[config.mk]
export PLATFORM = sky130hd
export DESIGN_NAME = wb_arbiter
export DESIGN_NICKNAME = d
export VERILOG_FILES = /design/src/rtl/wb_pkg.sv /design/src/rtl/wb_fifo.sv /design/src/rtl/wb_arbiter.sv
export SDC_FILE = /design/constraint.sdc
export NUM_CORES = 1
export LEC_CHECK = 0
export ABC_AREA = 1
export BUFFER_PORTS_ARGS = -buffer_cell sky130_fd_sc_hd__buf_2
export CORE_ASPECT_RATIO = 0.6
export CORE_MARGIN = 2
export CORE_UTILIZATION = 55
export DETAILED_ROUTE_END_ITERATION = 10
export PLACE_DENSITY_LB_ADDON = 0.3
export REMOVE_ABC_BUFFERS = 1
export SLEW_MARGIN = 5
export SYNTH_ARGS = -nofsm -noshare
export SYNTH_HDL_FRONTEND = slang
export SYNTH_HIERARCHICAL = 1
export SYNTH_SLANG_ARGS = --single-unit
[constraint.sdc]
create_clock -name clk -period 4.11 [get_ports clk]
set_input_delay 0.822 -clock clk [delete_from_list [all_inputs] [get_ports clk]]
set_output_delay 0.822 -clock clk [all_outputs]
set_load 0.01 [all_outputs]
[src/rtl/wb_pkg.sv]
// Shared types and width helpers for the writeback arbiter.
//   wb_req_t  : one writeback request (destination index + data) at default widths
//   cnt_width : width of an occupancy counter able to hold 0..depth
//   ptr_width : width of a read/write pointer into a depth-entry buffer
package wb_pkg;

   localparam int DefDataWidth  = 64;
   localparam int DefNumRegs    = 32;
   localparam int DefIndexWidth = $clog2(DefNumRegs);
   localparam int DefFifoDepth  = 4;

   typedef struct packed {
      logic [DefIndexWidth-1:0] addr;
      logic [DefDataWidth-1:0]  data;
   } wb_req_t;

   function automatic int cnt_width(input int depth);
      return $clog2(depth) + 1;
   endfunction

   function automatic int ptr_width(input int depth);
      return (depth > 1) ? $clog2(depth) : 1;
   endfunction

endpackage

[src/rtl/wb_fifo.sv]
// Small circular buffer holding load results until an ALU-idle cycle.
// Ports:
//   clk, rst      : clock, asynchronous active-high reset (pointers and count)
//   push, wdata   : enqueue wdata (caller only pushes when not full)
//   pop, rdata    : rdata is the current head; pop advances past it
//                   (caller only pops when not empty)
//   full, empty   : occupancy flags derived from the registered count
//   count         : current occupancy, 0..Depth
module wb_fifo
   import wb_pkg::*;
#(
   parameter int Width = 8,
   parameter int Depth = 4
) (
   input  logic                        clk,
   input  logic                        rst,
   input  logic                        push,
   input  logic                        pop,
   input  logic [Width-1:0]            wdata,
   output logic [Width-1:0]            rdata,
   output logic                        full,
   output logic                        empty,
   output logic [cnt_width(Depth)-1:0] count
);

   localparam int PtrW = ptr_width(Depth);
   localparam int CntW = cnt_width(Depth);

   logic [Width-1:0] mem [Depth];
   logic [PtrW-1:0]  wptr;
   logic [PtrW-1:0]  rptr;

   // Storage carries no reset; stale entries are unreachable once pointers reset.
   always_ff @(posedge clk) begin
      if (push) begin
         mem[wptr] <= wdata;
      end
   end

   // Depth is a power of two, so natural pointer overflow gives the wrap.
   always_ff @(posedge clk or posedge rst) begin
      if (rst) begin
         wptr  <= '0;
         rptr  <= '0;
         count <= '0;
      end else begin
         if (push) wptr <= wptr + 1'b1;
         if (pop)  rptr <= rptr + 1'b1;
         case ({push, pop})
            2'b10:   count <= count + 1'b1;
            2'b01:   count <= count - 1'b1;
            default: count <= count;
         endcase
      end
   end

   assign rdata = mem[rptr];
   assign full  = (count == CntW'(Depth));
   assign empty = (count == '0);

endmodule

[src/rtl/wb_arbiter.sv]
// Writeback arbiter in front of the register file write port. ALU results
// always win; buffered load results drain on ALU-idle cycles. One registered
// write per cycle, plus a pending-write scoreboard for the issue stage.
// Ports:
//   clk, rst                     : clock, asynchronous active-high reset
//   alu_valid/addr/data          : ALU result, never stalled
//   ld_valid/ready/addr/data     : load result with valid/ready handshake
//   mark_en, mark_addr           : issue stage reserves a destination register
//   rd_addr1/2, rd_busy1/2       : combinational busy lookup for source registers
//   writeEn, writeAddr, writeData: registered register-file write port
//   fifo_count                   : load buffer occupancy
module wb_arbiter
   import wb_pkg::*;
#(
   parameter int DataWidth  = DefDataWidth,
   parameter int NumRegs    = DefNumRegs,
   parameter int IndexWidth = $clog2(NumRegs),
   parameter int FifoDepth  = DefFifoDepth
) (
   input  logic                            clk,
   input  logic                            rst,
   input  logic                            alu_valid,
   input  logic [IndexWidth-1:0]           alu_addr,
   input  logic [DataWidth-1:0]            alu_data,
   input  logic                            ld_valid,
   output logic                            ld_ready,
   input  logic [IndexWidth-1:0]           ld_addr,
   input  logic [DataWidth-1:0]            ld_data,
   input  logic                            mark_en,
   input  logic [IndexWidth-1:0]           mark_addr,
   input  logic [IndexWidth-1:0]           rd_addr1,
   input  logic [IndexWidth-1:0]           rd_addr2,
   output logic                            rd_busy1,
   output logic                            rd_busy2,
   output logic                            writeEn,
   output logic [IndexWidth-1:0]           writeAddr,
   output logic [DataWidth-1:0]            writeData,
   output logic [cnt_width(FifoDepth)-1:0] fifo_count
);

   typedef struct packed {
      logic [IndexWidth-1:0] addr;
      logic [DataWidth-1:0]  data;
   } req_t;

   localparam int ReqW = $bits(req_t);

   req_t               ld_req;
   req_t               head;
   req_t               sel_req_p0;
   logic               sel_vld_p0;
   logic               full;
   logic               empty;
   logic               push;
   logic               pop;
   logic [NumRegs-1:0] busy;
   logic [NumRegs-1:0] busy_nxt;

   assign ld_req = '{addr: ld_addr, data: ld_data};

   // Ready comes from the registered count only, so it never depends on
   // whether the ALU happens to block a drain this cycle.
   assign ld_ready = !full;
   assign push     = ld_valid && !full;
   assign pop      = !alu_valid && !empty;

   wb_fifo #(
      .Width (ReqW),
      .Depth (FifoDepth)
   ) u_fifo (
      .clk   (clk),
      .rst   (rst),
      .push  (push),
      .pop   (pop),
      .wdata (ld_req),
      .rdata (head),
      .full  (full),
      .empty (empty),
      .count (fifo_count)
   );

   // ---- stage p0: select ALU result, else FIFO head ----
   always_comb begin
      sel_vld_p0 = 1'b0;
      sel_req_p0 = head;
      if (alu_valid) begin
         sel_vld_p0 = 1'b1;
         sel_req_p0 = '{addr: alu_addr, data: alu_data};
      end else if (!empty) begin
         sel_vld_p0 = 1'b1;
      end
   end

   // ---- stage p1: registered register-file write ----
   always_ff @(posedge clk or posedge rst) begin
      if (rst) begin
         writeEn   <= 1'b0;
         writeAddr <= '0;
         writeData <= '0;
      end else begin
         writeEn <= sel_vld_p0;
         if (sel_vld_p0) begin
            writeAddr <= sel_req_p0.addr;
            writeData <= sel_req_p0.data;
         end
      end
   end

   // Clear for the write committing at this edge, then apply the new mark,
   // so a same-edge mark of the committing index keeps the bit set.
   always_comb begin
      busy_nxt = busy;
      if (writeEn) busy_nxt[writeAddr] = 1'b0;
      if (mark_en) busy_nxt[mark_addr] = 1'b1;
   end

   always_ff @(posedge clk or posedge rst) begin
      if (rst) begin
         busy <= '0;
      end else begin
         busy <= busy_nxt;
      end
   end

   assign rd_busy1 = busy[rd_addr1];
   assign rd_busy2 = busy[rd_addr2];

endmodule

==> results.txt, run 1 <==
The run finished with clean final reports. TritonCTS created 36 clock buffers. The startpoint class of the critical path was an input pin. The count of buffers added on input and output ports is 233. In the final timing run, aggregate negative setup slack is 0 ns. Walking the worst path, the cells encountered are buf_2, inv_4, nand2_1, nand3_1, nand3_1, nand2_1, nand2_1, nand2_1, nand2_1, nand2_1, buf_2. The delay contributed by the slowest stage of the critical path was 0.29 ns; the power density over the cells was 690 nW/um^2.

Grouping stages by cell kind, the critical path spends the most delay in buffers and inverters. For the remaining design rule violation count, the log shows 0. The fraction of power consumed by the clock network was 0.247. Across the whole layout, storage elements account for 11000 sq um.

In this run the worst path has a maximum fanout of 17. Clock-pin slew was measured on the worst setup and hold paths at 0.06 ns. The tools report the root cell of the clock tree as clkbuf_16. Leakage component of the power: 8.17 nW. The area share of the largest cell type after synthesis works out to 0.504.

The kind of capture point of the worst setup path was an output port. Summing all multi-input logic gate instances after layout gives 4220 sq um. OpenSTA, run right after detailed placement, puts the worst setup slack at 1.36 ns. The sequential power share is 0.452, and the TritonCTS sink count is 385. Post-synthesis cell type with the largest combined area: edfxtp_1. The largest individual stage delay along the critical path comes from the cell buf_2. The relative contribution of combinational cells to total power was 0.302; the die boundary height was 138 microns.

The portion of the post-synthesis area used by sequential elements was 0.669. The die is 227 microns wide. Power comes to 13.1 mW.

Most instantiated flip-flop cell in the synthesis netlist: edfxtp_1. The tools report the initial antenna violation count as 9. The commonest cells after synthesis are nand2_1, edfxtp_1, inv_1. In this run the register-to-register setup slack is 1.69 ns. Placed instance count: 2083. The H-tree was split into 2 levels.

The count of buffering cells on the critical path with inverters included was 3; the number of global-route vias before repair was 10700. In this run the core area contains 48 standard-cell rows. The fraction of synthesis flops using an asynchronous set or reset pin was 0.283; the placed wire-length estimate was 24000 microns. The path class of the tightest hold or removal check is in -> async.

The via-per-instance ratio was 5.34. In this run, synthesis produced a sequential element count of 385. Critical path class: in -> out. The final-stage net count came out at 1885. The netlist uses 22 different library cells. The portion of the clock cycle consumed by the worst path in the final layout was 0.676; the final antenna-violating net count was 0.

The highest ir drop seen on vdd is 0.377 mV, and the number of failing hold endpoints at the final stage is 0. The worst register-to-register path has a depth of 5. The actual transition at the worst max-transition pin was 1.02 ns; the total wirelength of the detailed-routed design was 37800 microns. No sink is reached through more buffers than the 3 on the longest clock path. The tools report the total global-route track usage as 0.245. By area the synthesized netlist is led by edfxtp_1, dfrtp_1, nand2_1. The highest achievable clock rate was 360 MHz; the reported net switching power was 4.60 mW. Summing over every cut layer, the via total after detailed routing is 11500. The number of post-CTS setup repair buffers was 0; the clock tree skew after final layout was 0.0206 ns. nand2_1 is the most common cell in the netlist. After clock tree synthesis, the repair step resized 0 gates.

For the combined area of all synthesized cells, the log shows 16500 sq um. Counting flops with a built-in enable in the synthesized netlist gives 276. The tool flagged a number of max-cap violations equal to 0. The first global-routing pass estimated 58600 microns of wire. The count of pins over their slew limit was 0; the area of the die was 31400 sq um.

The internal portion of the total power is 8.46 mW. Cell repeated most along the worst path: nand2_1. Compared with the post-synthesis result, the final layout area differs by 15.0%.

After detailed routing, the average wire length per cell comes to 17.5 microns. The area of the core region is 29100 sq um, and the number of placed I/O pins is 234. Clock latency on the worst-skew pair, taken at its later pin, is 0.52 ns.

Worst flop-to-flop path startpoint: u_fifo/count[0]. The tools report the relative slew slack as 0.320. Ratio of cells with drive above 1 in the final layout: 0.184. Setup violations remaining at the end of the flow were counted as 0. The effective utilization at floorplan came out at 0.566.

The tools report the worst hold slack as 0.249 ns. The first detailed-routing pass took 5 iterations. The routability congestion estimate from global placement came out at 1.01.

Setup repair after global routing left no endpoint under its margin. Data on the critical path arrives at its endpoint at 1.95 ns. The count of mapped cells out of synthesis came out at 1513.

For the non-filler instance count after layout, the log shows 2155. TritonCTS built the clock tree. For the pin count of the biggest net entering global routing, the log shows 105. The average instance in the mapped netlist occupies 10.9 sq um. Buffers inserted to repair hold after CTS numbered 0. For the endpoint required time on the critical path, the log shows 3.29 ns. Setup slack on the critical path of the routed design comes to 1.33 ns.

The tools report the endpoint of the worst register-to-register path as u_fifo/mem[1][2]. The fill cell total of the finished layout is 2253, and the share of total power consumed by net switching is 0.352. The post-layout minimum cycle time came out at 2.78 ns.

Count of yosys warnings during synthesis: 6. The final global-route overflow total came out at 0. For this block, the initial DRC count from the detailed router was 949.
==> layout make-up <==
cell class                 count  area share
antenna                        8     0.00106
clock buffer                  53      0.0559
clock inverter                11     0.00430
inverter                     177      0.0358
multi-input combinational    874       0.223
sequential                   385       0.582
tap                          400      0.0264
timing repair buffer         247      0.0711
==> through the flow <==
step / utilization / instance area [sq um]
final: 0.651 / 18900
after global routing: 0.651 / 18900
after CTS: 0.650 / 18900
after detailed placement: 0.611 / 17800
after global placement: 0.611 / 17800
after floorplan: - / 15900
==> sequential cells by signal (all words and copies together) (netlist names) <==
name / flops
busy: 32
u_fifo/count: 3
u_fifo/mem: 276
u_fifo/rptr: 2
u_fifo/wptr: 2
writeAddr: 5
writeData: 64
writeEn: 1
==> kinds of logic after synthesis <==
group           synth area share
simple gates               0.160
flops                      0.669
buf+inv                   0.0749
compound gates            0.0884
fa+ha+maj                0.00502
xor+xnor                 0.00213
==> worst max path at each step <==
stage              startpoint           end  slack, ns  depth (start not counted)
2_1_floorplan  u_fifo/rptr[0]  writeAddr[3]      -1.25                          4
3_5_place_dp      rd_addr1[0]      rd_busy1       1.36                         11
4_1_cts           rd_addr1[0]      rd_busy1       1.36                         11
6_report          rd_addr2[0]      rd_busy2       1.33                         11
3_3_place_gp      rd_addr2[0]      rd_busy2       1.38                         11
5_1_grt           rd_addr1[0]      rd_busy1       1.19                         11
==> layer usage <==
| metal | vias up | global-route usage | share of wire | routed length (microns) |
|---|---|---|---|---|
| met3 | 64 | 0.0644 | 0.088 | 3330 |
| met4 | 8 | 0.0628 | 0.018 | 673 |
| met2 | 436 | 0.370 | 0.44 | 16800 |
| met5 | - | 0 | 0.0014 | 52 |
| met1 | 5457 | 0.355 | 0.45 | 16900 |
| li1 | 5552 | - | - | - |
==> power by group through the flow <==
| stage | sequential, mW | clock (mW) | combinational, mW |
|---|---|---|---|
| floorplan | 6.21 | 0 | 2.18 |
| global placement | 5.93 | 0 | 3.84 |
| detailed placement | 5.95 | 0 | 3.95 |
| CTS | 5.88 | 3.30 | 3.96 |
| global route | 6.01 | 3.46 | 4.42 |
| finish | 5.90 | 3.22 | 3.94 |
==> layout by cell type (no fill, tap or decap), drive strengths merged, types with 5 or more instances in the layout <==
master,n
inv,174
nor2,5
o211ai,143
ha,5
edfxtp,276
o21ai,66
nand3,135
buf,247
nand2,512
diode,8
clkbuf,53
dfrtp,109
clkinv,13
No activity file was read; power rests on OpenSTA's default activity.
==> run 2, diff against run 1 <==
CORE_UTILIZATION = 52   (was 55)
clock period = 2.3 ns   (was 4.11 ns; I/O delays follow)
==> results.txt, run 2 (synthesis gave the netlist of run 1 again) <==
The flow ran to the end, and the final reports show no timing, DRC or antenna violations. The leading cell type in the layout, fill and taps excluded was nand2_1. The highest achievable clock rate is 457 MHz. For the total via count in the routed design, the log shows 11600 (+0.73%).

The final-stage net count was 1899 (+0.74%). The total iterations of the first detailed-routing run was 5 (unchanged); the initial antenna violation count was 5 (-4). The run gives 0.606 mV (+61%) as the highest ir drop seen on vdd. The run gives 0 (unchanged) as the remaining design rule violation count.

The portion of the clock cycle consumed by the worst path in the final layout is 0.952. The area of the die is 33100 sq um (+5.6%). The worst slack at placement is 0.276 ns (-1.09 ns). The wire length per cell came out at 18.1 microns (+3.0%). The startpoint class of the critical path was a flop.

The tools report the reported net switching power as 8.46 mW (+84%). The path with the worst hold slack has its endpoint at u_fifo/mem[3][39]. The layout overhead on the synthesized area works out to 16.6%. The run gives 0 (unchanged) as the number of maximum-capacitance constraint violations.

The total wirelength of the detailed-routed design is 39400 microns (+4.2%). The count of buffers from port buffering came out at 233 (unchanged). Critical path's slowest cell: dfrtp_1.

CTS placed an instance of clkbuf_16 at the clock tree root. The maximum fanout along the worst path works out to 3 (-14). The met1 wire length is 17900 microns (+5.8%). The critical path goes through nand2_1, nand3_1, nand3_1, nand2_1, nand2_1, nand2_1, nand2_1, nand2_1, buf_2. The worst hold path belongs to the class in -> reg.

The TritonCTS buffer count was 36 (unchanged). Setup repair after global routing left no endpoint under its margin. The detailed route wirelength on metal3 was 3510 microns (+5.5%); the clock slew at the register clock pins of the worst setup and hold paths was 0.06 ns (about the same). The area of the core region is 31200 sq um (+7.2%).

The run gives 2112 (+1.4%) as the placed instance count. The library cells used most frequently in the layout, excluding fill and tap cells, are nand2_1, edfxtp_1, buf_2, inv_1, nand3_1. The worst setup path is of the reg -> out kind. The largest registers in the layout are u_fifo/mem: 276 flops, writeData: 64 flops, busy: 32 flops. Kind of cell with the highest combined delay on the critical path: simple AND/OR/NAND/NOR gates. The count of buffering cells on the critical path with inverters included was 1 (-2); the power density over the cells was 1250 nW/um^2 (+81%). Signal routing reaches up to met5. The number of global-route vias before repair is 10900 (+1.4%), and the cell-internal power is 15.5 mW (+83%). The number of failing hold endpoints at the final stage is 0 (unchanged). The die boundary height works out to 142 microns (+2.8%).

The met2 layer wire length in the routed design came out at 17200 microns (+2.6%). Worst hold path cell count: 1. Endpoint required time on the critical path: 1.84 ns (-1.45 ns). The post-route setup TNS is 0 ns (unchanged), and the H-tree depth is 2 (unchanged). The placed wire-length estimate is 25700 microns (+7.0%). The tools report the endpoint of the worst register-to-register path as u_fifo/count[2]. For the relative contribution of combinational cells to total power, the log shows 0.303 (about the same). The number of flip-flops under the largest register name works out to 276 (unchanged).

The TritonCTS sink count was 385 (unchanged). For the effective utilization at floorplan, the log shows 0.528 (-0.0379). The delay contributed by the slowest stage of the critical path was 0.51 ns (+0.22 ns). In this design, the critical path's most frequently occurring cell is nand2_1. TritonCTS built the clock tree.

The routability congestion estimate from global placement was 0.992 (-2.0%); the count of pins over their slew limit was 0 (unchanged). The final setup violation count is 0 (unchanged). Actual transition at the worst max-transition pin: 0.654 ns (-0.366 ns). The wire length of the first global-routing pass is 60200 microns (+2.7%), and the final antenna-violating net count is 0 (unchanged).

The depth of the worst register-to-register path came out at 11 (+6). For the non-filler instance count after layout, the log shows 2181 (+1.2%). The run gives 0.143 ns (-0.106 ns) as the worst hold slack. The setup slack after layout came out at 0.110 ns (-1.22 ns). The startpoint identified for the worst hold timing path is ld_data[39]. Pin count of the biggest net entering global routing: 77 (-27%). The run gives 0.616 (-0.0350) as the fraction of the core area covered by cells at the end of the flow. Share of total power consumed by net switching: 0.353 (+0.000979). Post-layout minimum cycle time: 2.19 ns. For the number of placed I/O pins, the log shows 234 (unchanged). The ratio of cells with drive above 1 in the final layout was 0.191 (+0.00706). The worst setup path is captured at an output port. The worst register-to-register path begins at u_fifo/count[0].

For the relative slew slack, the log shows 0.564 (+0.244). The final global-route overflow total was 0 (unchanged); the leakage component of the power was 8.27 nW (+1.3%). The signal arrival time at the worst endpoint is 1.73 ns (-0.22 ns), and the horizontal die dimension is 234 microns (+2.8%).

The total global-route track usage was 0.239 (-0.00573). The number of core rows is 50 (+4.2%), and the clock latency at the later pin of the worst-skew pair is 0.52 ns (about the same). The register with the most flip-flops in the final layout is u_fifo/mem.

Setup slack on the worst flop-to-flop path: 0.30 ns (-1.39 ns). For the DRC marker count from the first detailed-route iteration, the log shows 968 (+2.0%). The tools report the number of buffers on the longest clock path as 3 (unchanged). Clock tree skew after final layout: 0.0168 ns (-0.00375 ns). The via-per-instance ratio is 5.32 (-0.47%). For the sequential power share, the log shows 0.448 (-0.004). The fraction of power consumed by the clock network is 0.249 (+0.002).
run 2: cell count changes in the layout (fill, tap and decap cells not counted), moves of 3 or more:
cell,change
diode_2,-4
buf_12,+9
bufinv_16,+3
buf_4,+4
dfrtp_1,-3
dfrtp_2,+3
run 2: power groups by stage:
stage / sequential [mW] / combinational (mW) / clock (mW)
after floorplan: 10.8 / 3.43 / 0
after global placement: 10.7 / 7.12 / 0
after detailed placement: 10.8 / 7.31 / 0
after CTS: 10.6 / 7.33 / 6.09
after global routing: 10.9 / 8.17 / 6.36
final: 10.7 / 7.26 / 5.97
run 2: cell type report:
class / instances / area [sq um]
Multi-Input combinational cell: 874 / 4220
Inverter: 177 / 677
Fill cell: 2516 / 12000
Tap cell: 416 / 520
Antenna cell: 4 / 10.0
Timing Repair Buffer: 261 / 1570
Sequential cell: 385 / 11000
Clock inverter: 14 / 168
Clock buffer: 50 / 1000
run 2: timing repair:
action / 4_1_cts / 5_1_grt
setup buffers: 0 / 0
endpoints found under the hold margin: 18 / 0
hold buffers: 1 / 0
gates resized for setup: 0 / 3
setup endpoints to repair: 0 / 2
run 2: worst max path at each step:
stage,start,to,slack [ns],depth (start not counted)
final,busy[4],rd_busy2,0.11,9
after global routing,busy[4],rd_busy1,0.02,9
after CTS,busy[5],rd_busy2,0.13,9
after detailed placement,rd_addr1[0],rd_busy1,0.28,11
after global placement,rd_addr1[0],rd_busy1,0.32,11
after floorplan,u_fifo/rptr[0],writeAddr[3],-3.06,4
run 2: per-stage QoR:
step | power (mW) | cell area [sq um]
final | 24.0 | 19200
after global routing | 25.4 | 19200
after CTS | 24.1 | 19200
after detailed placement | 18.1 | 18000
after global placement | 17.9 | 18000
after floorplan | 14.2 | 15900
run 2: layer usage:
layer / track usage / vias to the layer above
li1: - / 5566
met1: 0.349 / 5553
met2: 0.359 / 418
met3: 0.0655 / 60
met4: 0.0553 / 4
met5: 0 / -
==> run 3, diff against run 2 <==
CORE_UTILIZATION = 55   (was 52)
clock period = 2.1 ns   (was 2.3 ns; I/O delays follow)
==> results.txt, run 3 (synthesis gave the netlist of run 1 again) <==
The tools report the count of pins over their slew limit as 0 (unchanged). The tools report the capture point of the worst path as rd_busy1. The leading cell type in the layout, fill and taps excluded is nand2_1. The depth of the worst register-to-register path was 6 (-5).

TritonCTS built the clock tree. The number of flip-flops under the largest register name works out to 276 (unchanged). Setup repair after global routing could not meet its margin everywhere.

For the met1 demand-to-capacity share in global routing, the log shows 0.382 (+0.0336). u_fifo/mem holds more flip-flops than any other register. The area of the die is 31400 sq um (-5.3%), and the horizontal die dimension is 227 microns (-2.7%). The worst hold path belongs to the class in -> reg. The DRC marker count from the first detailed-route iteration is 1132 (+17%).

The maximum fanout along the worst path is 3 (unchanged), and the H-tree depth is 2 (unchanged). The logs give 26300 microns (+2.3%) for the placed wire-length estimate and 0 (unchanged) for the final antenna-violating net count. The worst setup path is of the reg -> out kind. The clock slew at the register clock pins of the worst setup and hold paths was 0.06 ns (about the same); the highest achievable clock rate was 482 MHz.

The placed instance count is 2104 (-0.38%). The worst flop-to-flop path startpoint is u_fifo/count[0]. The pin count of the biggest net entering global routing was 72 (-6.5%). In the layout the commonest cells are nand2_1, edfxtp_1, buf_2, inv_1, o211ai_1.

For the total via count in the routed design, the log shows 11700 (+0.82%). The worst path in the final design needs a cycle of 2.08 ns, including I/O delays and setup. For the total global-route track usage, the log shows 0.258 (+0.0187). The power density over the cells works out to 1360 nW/um^2 (+8.8%). The effective utilization at floorplan is 0.566 (+0.0379). Clock tree synthesis selected as its root buffer the cell clkbuf_16. The logs give 0.376 (+0.0174) for the met2 global-route usage and 1.00 (+1.2%) for the routability congestion estimate from global placement. For the setup slack on the worst flop-to-flop path, the log shows 0.04 ns (-0.26 ns). Number of failing hold endpoints at the final stage: 0 (unchanged). The run finished with clean final reports. The TritonCTS buffer count was 36 (unchanged); the number of placed I/O pins was 234 (unchanged). Busiest layer in global routing: met1.

The startpoint class of the critical path was a flop. The logs give 0.588 (+0.0238) for the relative slew slack and 0.0765 (+0.0110) for the global-route met3 utilization. The total iterations of the first detailed-routing run is 6 (+1), and the actual transition at the worst max-transition pin is 0.619 ns (-0.0356 ns). The worst hold path begins at ld_data[5].

Endpoint required time on the critical path: 1.68 ns (-0.16 ns). The worst hold path cell count was 1 (unchanged); the post-route total power was 26.3 mW (+10%). The logs give 8.35 nW (+0.94%) for the leakage component of the power and 0.0238 ns (+0.00696 ns) for the clock tree skew after final layout. The kind of capture point of the worst setup path is an output port. The initial antenna violation count is 8 (+3), and the final setup violation count is 0 (unchanged). The tools report the final-stage net count as 1909 (+0.53%).

The number of global-route vias before repair was 11000 (+1.4%). The count of buffers from port buffering was 233 (unchanged); the wire length per cell was 18.2 microns (+0.89%). Wire length of the first global-routing pass: 61400 microns (+2.1%). The area of the core region is 29100 sq um (-6.7%), and the final global-route overflow total is 0 (unchanged). The number of maximum-capacitance constraint violations was 0 (unchanged). The launch point of the worst path is busy[15]. The remaining design rule violation count came out at 0 (unchanged). The fraction of the core area covered by cells at the end of the flow was 0.667 (+0.0512); the non-filler instance count after layout was 2178 (-0.14%). The die boundary height works out to 138 microns (-2.7%). The worst register-to-register path ends at u_fifo/count[1]. For the number of core rows, the log shows 48 (-4.0%). Relative to the synthesized area, the layout overhead comes to 17.9%. The portion of the clock cycle consumed by the worst path in the final layout came out at 0.988. The TritonCTS sink count was 385 (unchanged); the ratio of cells with drive above 1 in the final layout was 0.212 (+0.0213). The via-per-instance ratio is 5.37 (+0.96%). The tools report the number of buffers on the longest clock path as 3 (unchanged). The signal arrival time at the worst endpoint was 1.66 ns (-0.07 ns). The clock latency at the later pin of the worst-skew pair came out at 0.53 ns (about the same). For the total wirelength of the detailed-routed design, the log shows 39700 microns (+0.75%). The largest registers in the layout are u_fifo/mem: 276 flops, writeData: 64 flops, busy: 32 flops. The run gives 0.692 mV (+14%) as the highest ir drop seen on vdd.
[run 3: cell count changes in the layout (fill, tap and decap cells not counted), sizes merged]
cell / previous run / this run
clkinvlp: 1 / 0
clkinv: 13 / 9
inv: 173 / 175
diode: 4 / 5
bufinv: 4 / 1
buf: 260 / 270
clkbuf: 50 / 58
[run 3: per-stage QoR]
step | setup slack [ns] | hold WS [ns] | area, sq um | setup TNS, ns
floorplan | -3.26 | 0.223 | 15900 | -509.61
global placement | 0.176 | 0.414 | 18100 | 0
detailed placement | 0.0685 | 0.414 | 18100 | 0
CTS | 0.00910 | 0.0858 | 19300 | 0
global route | -0.0434 | 0.0930 | 19400 | -0.119
finish | 0.0248 | 0.101 | 19400 | 0
[run 3: timing repair]
| item | CTS | global route |
|---|---|---|
| resized for setup | 2 | 33 |
| hold buffers | 1 | 0 |
| pin swaps | 0 | 23 |
| setup buffers | 0 | 2 |
| endpoints found under the hold margin | 8 | 0 |
| endpoints found under the setup margin | 1 | 4 |
[run 3: final cells by class]
type	instances	area (sq um)
sequential	385	11000
tap	400	500
timing repair buffer	271	1740
fill	2213	9670
multi-input combinational	874	4300
clock buffer	58	1060
clock inverter	8	70.1
antenna	5	12.5
inverter	177	677
[run 3: worst min path at each step]
stage                        endpoint  slack, ns
floorplan             u_fifo/count[0]       0.22
global placement      u_fifo/count[1]       0.41
detailed placement    u_fifo/count[1]       0.41
CTS                 u_fifo/mem[0][28]       0.09
global route         u_fifo/mem[1][1]       0.09
finish               u_fifo/mem[0][5]       0.10
[run 3: power breakdown]
part,internal [mW],total [mW],switching [mW],leakage (nW)
clock network,3.61,6.30,2.69,0.555
logic,3.02,8.34,5.32,3.98
registers,10.4,11.7,1.35,3.81
[run 3: per-layer routing]
layer	wire length [microns]	vias to the layer above
met3	3740	54
met5	64	-
li1	-	5591
met1	18300	5624
met2	17100	419
met4	551	8
[run 3: worst max-delay path: stages (launching register included)]
cell	delay [ns]
dfrtp_2	0.46
nand2_1	0.10
nand3_1	0.09
nand3_2	0.08
nand2_2	0.06
nand2_1	0.06
nand2_1	0.05
nand2_1	0.05
nand2_1	0.07
buf_6	0.12
